### config.mk
export PLATFORM = sky130hd
export DESIGN_NAME = pipelined_cla_adder
export DESIGN_NICKNAME = d
export VERILOG_FILES = /design/src/rtl/pipelined_cla_adder.sv
export SDC_FILE = /design/constraint.sdc
export NUM_CORES = 1
export LEC_CHECK = 0
export ABC_AREA = 1
export CAP_MARGIN = 20
export CORE_ASPECT_RATIO = 0.8
export CORE_UTILIZATION = 30
export DETAILED_ROUTE_END_ITERATION = 7
export GPL_TIMING_DRIVEN = 0
export RECOVER_POWER = 100
export REMOVE_ABC_BUFFERS = 1
export SLEW_MARGIN = 25
export SYNTH_ARGS = -nofsm -noshare
export SYNTH_HDL_FRONTEND = slang
export SYNTH_SLANG_ARGS = --single-unit
### constraint.sdc
create_clock -name clk -period 3.2 [get_ports clk]
set_clock_uncertainty 0.15 [all_clocks]
set_input_delay 0.64 -clock clk [delete_from_list [all_inputs] [get_ports clk]]
set_output_delay 0.64 -clock clk [all_outputs]
set_load 0.05 [all_outputs]
### src/rtl/pipelined_cla_adder.sv
// Pipelined carry-lookahead adder/subtractor: WIDTH bits split into STAGES slices,
// one slice per register stage, with a valid/ready handshake and bubble collapse.
module pipelined_cla_adder #(
  parameter int WIDTH  = 16,
  parameter int BLOCK  = 4,
  parameter int STAGES = 2
) (
  input  logic             clk,
  input  logic             rst_n,
  input  logic             in_valid,
  output logic             in_ready,
  input  logic [WIDTH-1:0] a,
  input  logic [WIDTH-1:0] b,
  input  logic             carry_in,
  input  logic             sub,
  output logic             out_valid,
  input  logic             out_ready,
  output logic [WIDTH-1:0] sum,
  output logic             carry_out,
  output logic             overflow
);

  localparam int SW = WIDTH / STAGES;
  localparam int NG = SW / BLOCK;

  // Returns carries c[0..SW] of one slice; group and bit carries are flattened
  // sum-of-products terms so no carry ripples through a chain of groups.
  function automatic logic [SW:0] cla_carries(input logic [SW-1:0] x,
                                              input logic [SW-1:0] y,
                                              input logic          cin);
    logic [SW-1:0] g;
    logic [SW-1:0] p;
    logic [NG-1:0] gg;
    logic [NG-1:0] gp;
    logic [NG:0]   gc;
    logic [SW:0]   c;
    logic          term;
    g  = x & y;
    p  = x ^ y;
    gg = '0;
    gp = '0;
    gc = '0;
    c  = '0;
    for (int i = 0; i < NG; i++) begin
      gp[i] = &p[i*BLOCK +: BLOCK];
      for (int s = 0; s < BLOCK; s++) begin
        term = g[i*BLOCK+s];
        for (int u = s + 1; u < BLOCK; u++) term = term & p[i*BLOCK+u];
        gg[i] = gg[i] | term;
      end
    end
    gc[0] = cin;
    for (int j = 0; j < NG; j++) begin
      term = cin;
      for (int m = 0; m <= j; m++) term = term & gp[m];
      gc[j+1] = term;
      for (int i = 0; i <= j; i++) begin
        term = gg[i];
        for (int m = i + 1; m <= j; m++) term = term & gp[m];
        gc[j+1] = gc[j+1] | term;
      end
    end
    for (int i = 0; i < NG; i++) begin
      c[i*BLOCK] = gc[i];
      for (int t = 0; t < BLOCK - 1; t++) begin
        term = gc[i];
        for (int u = 0; u <= t; u++) term = term & p[i*BLOCK+u];
        c[i*BLOCK+t+1] = term;
        for (int s = 0; s <= t; s++) begin
          term = g[i*BLOCK+s];
          for (int u = s + 1; u <= t; u++) term = term & p[i*BLOCK+u];
          c[i*BLOCK+t+1] = c[i*BLOCK+t+1] | term;
        end
      end
    end
    c[SW] = gc[NG];
    return c;
  endfunction

  logic [STAGES-1:0][WIDTH-1:0] w_a_q;
  logic [STAGES-1:0][WIDTH-1:0] w_b_q;
  logic [STAGES-1:0][WIDTH-1:0] w_sum_q;
  logic [STAGES-1:0]            w_sub_q;
  logic [STAGES-1:0]            w_c_q;
  logic [STAGES-1:0]            w_v_q;
  logic [STAGES-1:0]            w_ovf_q;
  logic [STAGES:0]              w_room;
  logic                         w_unused;

  // A stage can load when it is empty or its content moves on this cycle.
  always_comb begin
    w_room         = '0;
    w_room[STAGES] = out_ready;
    for (int k = STAGES - 1; k >= 0; k--) begin
      w_room[k] = ~w_v_q[k] | w_room[k+1];
    end
  end

  assign in_ready  = rst_n & w_room[0];
  assign out_valid = w_v_q[STAGES-1];
  assign sum       = w_sum_q[STAGES-1];
  assign carry_out = w_c_q[STAGES-1];
  assign overflow  = w_ovf_q[STAGES-1];

  // Operands and partial overflow of the final stage are never consumed.
  assign w_unused = &{1'b0, w_a_q[STAGES-1], w_b_q[STAGES-1], w_sub_q[STAGES-1], w_ovf_q};

  genvar gi;
  for (gi = 0; gi < STAGES; gi++) begin : g_stage
    localparam int LO = gi * SW;

    logic [WIDTH-1:0] w_src_a;
    logic [WIDTH-1:0] w_src_b;
    logic [WIDTH-1:0] w_src_sum;
    logic [WIDTH-1:0] w_sum_nxt;
    logic             w_src_sub;
    logic             w_src_c;
    logic             w_src_v;
    logic [SW-1:0]    w_x;
    logic [SW-1:0]    w_y;
    logic [SW-1:0]    w_s;
    logic [SW:0]      w_c;
    logic [WIDTH-1:0] r_a;
    logic [WIDTH-1:0] r_b;
    logic [WIDTH-1:0] r_sum;
    logic             r_sub;
    logic             r_c;
    logic             r_v;
    logic             r_ovf;

    if (gi == 0) begin : g_head
      assign w_src_a   = a;
      assign w_src_b   = b;
      assign w_src_sub = sub;
      assign w_src_c   = sub | carry_in;
      assign w_src_v   = in_valid;
      assign w_src_sum = '0;
    end else begin : g_link
      assign w_src_a   = w_a_q[gi-1];
      assign w_src_b   = w_b_q[gi-1];
      assign w_src_sub = w_sub_q[gi-1];
      assign w_src_c   = w_c_q[gi-1];
      assign w_src_v   = w_v_q[gi-1];
      assign w_src_sum = w_sum_q[gi-1];
    end

    // Subtraction inverts B slice by slice; the +1 enters as stage-0 carry.
    assign w_x = w_src_a[LO +: SW];
    assign w_y = w_src_b[LO +: SW] ^ {SW{w_src_sub}};
    assign w_c = cla_carries(w_x, w_y, w_src_c);
    assign w_s = w_x ^ w_y ^ w_c[SW-1:0];

    // Sum bits at and above this slice are still zero in the incoming word.
    assign w_sum_nxt = w_src_sum | (WIDTH'(w_s) << LO);

    always_ff @(posedge clk or negedge rst_n) begin
      if (!rst_n) begin
        r_v   <= 1'b0;
        r_a   <= '0;
        r_b   <= '0;
        r_sum <= '0;
        r_sub <= 1'b0;
        r_c   <= 1'b0;
        r_ovf <= 1'b0;
      end else if (w_room[gi]) begin
        r_v <= w_src_v;
        if (w_src_v) begin
          r_a   <= w_src_a;
          r_b   <= w_src_b;
          r_sum <= w_sum_nxt;
          r_sub <= w_src_sub;
          r_c   <= w_c[SW];
          r_ovf <= w_c[SW] ^ w_c[SW-1];
        end
      end
    end

    assign w_a_q[gi]   = r_a;
    assign w_b_q[gi]   = r_b;
    assign w_sum_q[gi] = r_sum;
    assign w_sub_q[gi] = r_sub;
    assign w_c_q[gi]   = r_c;
    assign w_v_q[gi]   = r_v;
    assign w_ovf_q[gi] = r_ovf;
  end

endmodule

==> impl_metrics.csv, run 1 <==
group,metric,value,unit
detailed_routing,initialDrtViolationCount,80,
clock_network,cts.sinks,46,
final_layout,final_nets,446,
floorplanning,die_area,9365,sq um
placement,dp_cells,489,
pwr,cellPowerDensity,702.5,nW/um^2
timing,min_period_over_period,0.9478,
detailed_routing,antenna_left,0,
logic_synthesis,synth-seq-cells,46,
logic_synthesis,ys.flop_type,"dfrtp_1",
detailed_routing,wirelength,5589,um
clock_network,root_buffer,"clkbuf_8",
floorplanning,die_y,86.76,um
logic_synthesis,syn_area,2694,sq um
timing,drv_slew,0,
floorplanning,die_x,107.9,um
setup_path,rrSetupSlack,0.55,ns
clock_network,clk_pin_slew_worst_paths,0.09,ns
clock_network,cts_setup_buffers,0,
setup_path,criticalPathCategory,"in2out",
setup_path,worstPathArrival,2.24,ns
logic_synthesis,synth.avg_cell_area,8.163,sq um
hold_path,min_path_type,"in2async",
setup_path,rr_endpoint,"overflow",
global_routing,grt.overflow.total,0,
timing,rsz0062_at_grt,"false",
setup_path,critPathRequiredTime,2.41,ns
final_layout,area_growth,26.99,%
final_layout,instances_no_fill,497,
detailed_routing,routed_via_density,4.282,
placement,dp_hpwl,4108,um
detailed_routing,wl_per_cell,11.25,um
setup_path,r2r_start,"g_stage[0].r_sub",
logic_synthesis,ys_seq_area_frac,0.4273,
timing,fmax,0.3297,GHz
floorplanning,start_util,0.3134,
global_routing,grt_max_degree,48,
timing,max_slew_margin,0.3104,
pwr,leakage,1.770,nW
status,status,"finished clean",
global_routing,grt_pass1_vias,2128,
clock_network,clkLatencyLatePin,0.31,ns
setup_path,start_kind,"primary input",
placement,io_buffer_count,57,
final_layout,num_antenna_cells,0,
final_layout,drive_gt1_frac,0.03377,
job,maxCapViolCount,0,
pwr,power,2.403,mW
logic_synthesis,synth_edf_count,0,
logic_synthesis,yosysWarnings,0,
setup_path,r2r_cells,14,
clock_network,cts_max_path_buffers,2,
floorplanning,io-pin-count,58,
clock_network,cts_made_buffers,5,
timing,finalHoldViolations,0,
logic_synthesis,ys_async_sr_fraction,1.000,
global_routing,antenna_found_initial,0,
final_layout,mostFrequentLayoutCells,"nand2_1 (141), dfrtp_1 (46), clkdlybuf4s50_1 (36)",
global_routing,grt_pass1_wl,9570,um
timing,setup_violations,0,
setup_path,worstSetupEndpointType,"output port",
detailed_routing,drt_first_pass_iters,4,
logic_synthesis,synth_cells,330,
logic_synthesis,yosys.cell_types.count,26,
floorplanning,core_area,8596,sq um
placement,place_congestion,0.7621,
detailed_routing,drc,0,
setup_path,path_max_fanout,3,
pwr,vdd_drop_max,0.3236,mV
final_layout,mostFrequentLayoutCell,"nand2_1",
timing,timing_worst_slew_pin_value,1.032,ns
clock_network,cts_max_level,2,
clock_network,cts_tree,"yes",
timing,period_needed,3.033,ns
floorplanning,std_cell_rows,30,
global_routing,track_usage,0.1313,
detailed_routing,vias,2128,
## worst max-delay path by stage
stage | slack [ns] | cells past startpoint | start | to
floorplan | 0.75 | 11 | b[0] | g_stage[0].r_sum[5]
global placement | -1.29 | 4 | rst_n | in_ready
detailed placement | -0.39 | 12 | sub | g_stage[0].r_sum[5]
CTS | 0.19 | 6 | out_ready | in_ready
global route | 0.04 | 6 | out_ready | in_ready
finish | 0.17 | 6 | out_ready | in_ready
## cell families after synthesis
| family | after synthesis | share of synthesized area |
|---|---|---|
| compound gates | 22 | 0.04738 |
| fa+ha+maj | 24 | 0.1226 |
| xor+xnor | 20 | 0.06502 |
| simple gates | 173 | 0.2587 |
| buf+inv | 45 | 0.07896 |
| flops | 46 | 0.4273 |
## final cells by class
| class | instances | area (sq um) |
|---|---|---|
| sequential | 46 | 1151 |
| inverter | 35 | 131.4 |
| multi-input combinational | 239 | 1323 |
| tap | 112 | 140.1 |
| timing repair buffer | 57 | 566.8 |
| fill | 880 | 5175 |
| clock inverter | 3 | 40.04 |
| clock buffer | 5 | 68.82 |
## critical path, stage by stage
cell and delay, ns:
clkdlybuf4s50_1 0.46, inv_1 0.08, nand3_1 0.14, nand2_1 0.07, inv_1 0.06, clkdlybuf4s50_1 0.79
## registers in the layout (all words and copies together) (netlist names), 8 cells and up
register and count:
sum 16, g_stage.r_a 8, g_stage.r_b 8, g_stage.r_sum 8
## synthesized netlist by cell type (2+ instances only)
cell      count  area [sq um]
nand2_1     140         525.5
dfrtp_1      46          1151
inv_1        33         123.9
ha_1         20         250.2
xor2_1       16         140.1
nand3_1      15         75.07
o21ai_0       9         45.04
nor2_1        8         30.03
o21ai_1       8         40.04
buf_2         5         25.02
fa_1          4         80.08
xnor2_1       4         35.03
buf_6         3         33.78
nand4_1       3         18.77
a21oi_1       2         10.01
inv_2         2         7.510
nand3b_1      2         15.01
nor3_1        2         10.01
## stage by stage
step	util	hold WS, ns	setup WS (ns)	TNS (ns)	instance area, sq um
after floorplan	-	0.1944	0.7480	0	2613
after global placement	0.3866	0.3068	-1.295	-2.415	3323
after detailed placement	0.3863	0.3084	-0.3931	-1.427	3321
after CTS	0.3988	0.2027	0.1925	0	3428
after global routing	0.3980	0.2317	0.04465	0	3421
final	0.3980	0.1744	0.1670	0	3421
## per-layer routing
| metal | vias up | GRT usage | wire length [um] |
|---|---|---|---|
| li1 | 1121 | - | - |
| met1 | 963 | 0.1694 | 2834 |
| met2 | 36 | 0.2166 | 2470 |
| met3 | 8 | 0.03008 | 200 |
| met4 | 0 | 0.04483 | 82 |
| met5 | - | 0 | 0 |
## what timing repair did
action                                 CTS  global route
resized for setup                        1             0
setup endpoints to repair                3             0
endpoints found under the hold margin    0             0
hold buffers                             0             0
## power breakdown
part / internal, mW / leakage [nW] / switching (mW)
logic: 0.383 / 1.15 / 0.744
registers: 0.742 / 0.561 / 0.0987
clock network: 0.230 / 0.0579 / 0.205
total: 1.36 / 1.77 / 1.05
No activity file was read; power rests on OpenSTA's default activity.
==> run 2, diff against run 1 <==
--- a/config.mk
+++ b/config.mk
@@ -9,6 +9,7 @@
 export CAP_MARGIN = 20
 export CORE_ASPECT_RATIO = 0.8
 export CORE_UTILIZATION = 30
+export CTS_BUF_LIST = sky130_fd_sc_hd__clkbuf_2
 export DETAILED_ROUTE_END_ITERATION = 7
 export GPL_TIMING_DRIVEN = 0
 export RECOVER_POWER = 100
==> run 2 against run 1 <==
Net effect:
- global-route usage fell by 0.19 points
- via count about the same
- final area fell by 1.6%
- largest cell class unchanged
- largest power group unchanged
==> impl_metrics.csv, run 2 (same netlist as run 1, synthesis figures left out) <==
group,metric,value,unit
pwr,power.switching,1.033,mW
detailed_routing,antenna_left,0,
detailed_routing,wl_per_cell,11.17,um
hold_path,min_path_type,"in2async",
clock_network,cts_max_level,2,
pwr,p_int,1.252,mW
pwr,vdd_drop_max,0.3220,mV
setup_path,criticalPathCategory,"in2out",
final_layout,largest_register_ffs,16,
final_layout,final_area,3364,sq um
final_layout,area_growth,24.90,%
final_layout,mostFrequentLayoutCells,"nand2_1 (141), dfrtp_1 (46), clkdlybuf4s50_1 (36)",
setup_path,worstSetupEndpointType,"output port",
clock_network,root_buffer,"clkbuf_2",
setup_path,cp.buffers_inverters,4,
final_layout,mostFrequentLayoutCell,"nand2_1",
detailed_routing,routed_via_density,4.286,
detailed_routing,wirelength,5552,um
global_routing,antenna_found_initial,0,
placement,place_congestion,0.7621,
timing,period_needed,3.002,ns
floorplanning,core_area,8596,sq um
final_layout,instances_no_fill,497,
setup_path,r2r_cells,14,
setup_path,crit_chain,"clkdlybuf4s50_1, inv_1, nand3_1, nand2_1, inv_1, clkdlybuf4s50_1",
clock_network,clkLatencyLatePin,0.43,ns
timing,hold_ws,0.02033,ns
final_layout,multi_input_area,1315,sq um
clock_network,clk_pin_slew_worst_paths,0.26,ns
pwr,leakage,1.755,nW
setup_path,path_max_fanout,3,
setup_path,r2r_start,"g_stage[0].r_sub",
clock_network,cts.sinks,46,
setup_path,crit_path_start,"out_ready",
setup_path,start_kind,"primary input",
pwr,switching_share,0.4521,
timing,final.setup.tns,0,ns
setup_path,worst-path-stages,6,
clock_network,cts_tree,"yes",
pwr,p_comb_frac,0.491,
timing,fmax,0.3332,GHz
placement,io_buffer_count,57,
detailed_routing,drt_first_pass_iters,4,
floorplanning,start_util,0.3134,
timing,rsz0062_at_grt,"false",
timing,max_slew_margin,0.1340,
global_routing,grt_pass1_vias,2120,
timing,drv_slew,0,
detailed_routing,drc,0,
final_layout,final_nets,446,
global_routing,track_usage,0.1294,
detailed_routing,vias,2130,
pwr,p_seq_frac,0.367,
final_layout,seq_area,1151,sq um
floorplanning,die_y,86.76,um
global_routing,grt.overflow.total,0,
floorplanning,std_cell_rows,30,
placement,dp_hpwl,4108,um
floorplanning,die_x,107.9,um
global_routing,grt_max_degree,48,
detailed_routing,initialDrtViolationCount,84,
floorplanning,io-pin-count,58,
timing,setup_violations,0,
timing,finalHoldViolations,0,
timing,min_period_over_period,0.9380,
floorplanning,die_area,9365,sq um
placement,place_area,3321,sq um
job,maxCapViolCount,0,
setup_path,cp_slowest_stage_delay,0.79,ns
clock_network,cts_made_buffers,5,
setup_path,critPathRequiredTime,2.41,ns
status,status,"finished clean",
setup_path,cp_slowest_cell,"clkdlybuf4s50_1",
final_layout,drive_gt1_frac,0.03377,
pwr,cellPowerDensity,679.0,nW/um^2
pwr,p_clk_frac,0.142,
placement,dp_cells,489,
setup_path,path_delay_family,"buffers and inverters",
global_routing,grt_pass1_wl,9522,um
setup_path,worstPathArrival,2.21,ns
clock_network,cts_max_path_buffers,2,
timing,timing_worst_slew_pin_value,1.299,ns
final_layout,num_antenna_cells,0,
final_layout,fill_cells,887,
run 2: cell types whose count changed in the layout (fill, tap and decap cells not counted), sizes merged:
cell	previous run	this run
clkbuf	5	6
dlygate4sd2	1	0
run 2: area by class of cell:
type	instances	area share
inverter	35	0.03905
multi-input combinational	239	0.3909
clock inverter	3	0.01190
tap	112	0.04165
clock buffer	5	0.007438
timing repair buffer	57	0.1670
sequential	46	0.3421
run 2: what timing repair did:
action | CTS | global route
setup buffers | 0 | 0
endpoints found under the setup margin | 0 | 3
hold buffers | 0 | 0
gates resized for setup | 0 | 2
run 2: metrics by stage:
stage                     power, mW    util  setup slack, ns
after global routing          2.476  0.3914          0.07426
after global placement        2.018  0.3866           -1.295
after floorplan               1.648       -           0.7480
after detailed placement      2.046  0.3863          -0.3931
after CTS                     2.371  0.3939          0.06472
final                         2.284  0.3914           0.1984
run 2: worst register-to-register path, cell delays in order, from the launching register on:
cell and delay, ns:
dfrtp_1 0.63, xor2_1 0.25, ha_1 0.35, nand2_1 0.11
nand2_1 0.05, nand2_1 0.05, nand3_1 0.17, ha_1 0.25
nand2_1 0.06, nand3_1 0.08, nand2_1 0.11, nand2_1 0.09
o21ai_0 0.16, nand2_1 0.08, nand2_1 0.05
run 2: path summary, 6_finish.rpt:
path	endpoint	slack, ns
setup reg to reg	overflow	0.51
min in group clk	sum[4]	0.31
setup / recovery	in_ready	0.20
hold reg to reg	sum[4]	0.31
max in group asynchronous	g_stage[0].r_sum[4]	2.44
hold / removal	sum[8]	0.02
run 2: power by group through the flow:
stage	Clock (mW)	Combinational (mW)	Sequential, mW
3_3_place_gp	0	1.16	0.854
6_report	0.324	1.12	0.838
3_5_place_dp	0	1.19	0.861
2_1_floorplan	0	0.461	1.19
4_1_cts	0.334	1.19	0.849
5_1_grt	0.362	1.25	0.860
run 2: layer usage:
layer	GRT usage	vias up	part of all wire	wire length, um
met5	0	-	0	0
met4	0.03362	0	0.0088	49
met3	0.03008	5	0.034	191
met2	0.2166	35	0.45	2483
met1	0.1680	966	0.51	2828
li1	-	1124	-	-
==> run 3, diff against run 2 <==
--- a/config.mk
+++ b/config.mk
@@ -6,9 +6,11 @@
 export NUM_CORES = 1
 export LEC_CHECK = 0
 export ABC_AREA = 1
+export ABC_CLOCK_PERIOD_IN_PS = 3200
 export CAP_MARGIN = 20
 export CORE_ASPECT_RATIO = 0.8
-export CORE_UTILIZATION = 30
+export CORE_MARGIN = 8
+export CORE_UTILIZATION = 37
 export CTS_BUF_LIST = sky130_fd_sc_hd__clkbuf_2
 export DETAILED_ROUTE_END_ITERATION = 7
 export GPL_TIMING_DRIVEN = 0
==> run 3 against run 2 <==
Net effect:
- non-clock buffer count did not move
- register-to-register slack improved by 0.06 ns
- clock-buffer cell count rose by 1
- die area rose by 9.8%
- core utilization rose by 6.7 points
- clock power fell by 27%
- final area fell by 1.6%
- via count fell by 0.19%
==> impl_metrics.csv, run 3 (same netlist as run 1, synthesis figures left out) <==
group,metric,value,unit
placement,place_congestion,0.7909,
detailed_routing,routed_via_density,4.476,
detailed_routing,initialDrtViolationCount,71,
global_routing,grt.overflow.total,0,
final_layout,mostFrequentLayoutCells,"nand2_1 (141), dfrtp_1 (46), clkdlybuf4s50_1 (36)",
detailed_routing,antenna_left,0,
floorplanning,die_area,10280,sq um
placement,io_buffer_count,57,
final_layout,final_nets,446,
global_routing,track_usage,0.1117,
timing,finalHoldViolations,0,
setup_path,path_max_fanout,3,
pwr,p_comb_frac,0.513,
setup_path,critPathRequiredTime,2.41,ns
clock_network,cts_max_path_buffers,2,
pwr,cellPowerDensity,660.5,nW/um^2
clock_network,cts_made_buffers,5,
clock_network,root_buffer,"clkbuf_2",
clock_network,cts_tree,"yes",
placement,place_ws,-0.4039,ns
floorplanning,start_util,0.3733,
floorplanning,die_y,92.32,um
timing,setup_violations,0,
global_routing,grt_max_degree,48,
detailed_routing,vias,2126,
pwr,switching_share,0.4632,
setup_path,worstSetupEndpointType,"output port",
pwr,vdd_drop_max,0.2316,mV
timing,timing_worst_slew_pin_value,1.261,ns
setup_path,start_kind,"primary input",
global_routing,grt_pass1_vias,2164,
placement,dp_hpwl,4143,um
clock_network,clk_pin_slew_worst_paths,0.22,ns
clock_network,clkLatencyLatePin,0.39,ns
floorplanning,io-pin-count,58,
global_routing,grt_pass1_wl,9687,um
timing,max_slew_margin,0.1593,
pwr,p_clk_frac,0.108,
floorplanning,std_cell_rows,28,
pwr,leakage,1.744,nW
final_layout,area_growth,22.90,%
timing,period_needed,2.983,ns
detailed_routing,drc,0,
pwr,p_int,1.174,mW
final_layout,mostFrequentLayoutCell,"nand2_1",
final_layout,drive_gt1_frac,0.02857,
setup_path,criticalPathCategory,"in2out",
final_layout,num_antenna_cells,0,
timing,rsz0062_at_grt,"false",
final_layout,largest_register_ffs,16,
floorplanning,die_x,111.4,um
setup_path,worstPathArrival,2.19,ns
global_routing,antenna_found_initial,0,
clock_network,cts_max_level,2,
timing,fin_ws,0.2171,ns
clock_network,cts_setup_buffers,0,
timing,min_period_over_period,0.9321,
timing,fmax,0.3352,GHz
pwr,p_seq_frac,0.379,
timing,final.setup.tns,0,ns
pwr,power.switching,1.013,mW
detailed_routing,wirelength,5492,um
floorplanning,core_area,7217,sq um
status,status,"finished clean",
job,maxCapViolCount,0,
clock_network,cts.sinks,46,
hold_path,min_path_type,"in2async",
timing,drv_slew,0,
detailed_routing,wl_per_cell,11.56,um
detailed_routing,drt_first_pass_iters,4,
run 3: changes by cell type in the layout (fill, tap and decap cells not counted):
| cell | delta |
|---|---|
| clkinv_2 | -1 |
| clkinv_1 | +1 |
| bufinv_16 | -1 |
| inv_1 | +1 |
| clkbuf_2 | +1 |
| inv_2 | -1 |
run 3: final timing paths:
kind	from	endpoint	slack, ns	cells past startpoint
worst max-delay path	out_ready	in_ready	0.22	6
worst min-delay path	rst_n	sum[2]	0.05	1
worst max register to register	g_stage[0].r_sub	overflow	0.57	13
worst min register to register	sum[0]	sum[0]	0.34	2
max in group asynchronous	rst_n	sum[9]	2.45	1
min in group clk	sum[0]	sum[0]	0.34	2
run 3: metrics by stage:
| step | util | instance area [sq um] | hold slack (ns) | cells | power [mW] |
|---|---|---|---|---|---|
| finish | 0.4587 | 3311 | 0.04897 | 475 | 2.187 |
| global route | 0.4587 | 3311 | 0.04337 | 475 | 2.369 |
| CTS | 0.4617 | 3332 | 0.05147 | 475 | 2.278 |
| detailed placement | 0.4563 | 3293 | 0.3075 | 467 | 2.037 |
| global placement | 0.4567 | 3296 | 0.3043 | 467 | 2.022 |
| floorplan | - | 2613 | 0.1944 | 320 | 1.648 |
run 3: timing repair:
item / in CTS / in global routing
resized for setup: 0 / 2
hold buffers: 0 / 0
endpoints found under the setup margin: 0 / 3
run 3: layout make-up:
class | instances | area (sq um)
Fill cell | 726 | 3906
Multi-Input combinational cell | 239 | 1315
Sequential cell | 46 | 1151
Timing Repair Buffer | 57 | 561.8
Inverter | 35 | 131.4
Tap cell | 90 | 112.6
Clock buffer | 6 | 30.03
Clock inverter | 2 | 8.758
run 3: power groups by stage:
stage | clock network, mW | logic, mW | registers [mW]
after detailed placement | 0 | 1.19 | 0.851
final | 0.235 | 1.12 | 0.830
after CTS | 0.249 | 1.19 | 0.838
after global placement | 0 | 1.17 | 0.849
after floorplan | 0 | 0.461 | 1.19
after global routing | 0.269 | 1.24 | 0.857
run 3: critical path: stages:
cell and delay (ns):
clkdlybuf4s50_1 0.45, inv_1 0.06, nand3_1 0.11, nand2_1 0.06, inv_1 0.06, clkdlybuf4s50_1 0.79
run 3: metal layers:
| metal | vias up | routed length (um) | global-route usage |
|---|---|---|---|
| met1 | 962 | 2566 | 0.1356 |
| met2 | 28 | 2660 | 0.1911 |
| li1 | 1128 | - | - |
| met5 | - | 0 | 0 |
| met4 | 0 | 44 | 0.02658 |
| met3 | 8 | 220 | 0.03295 |
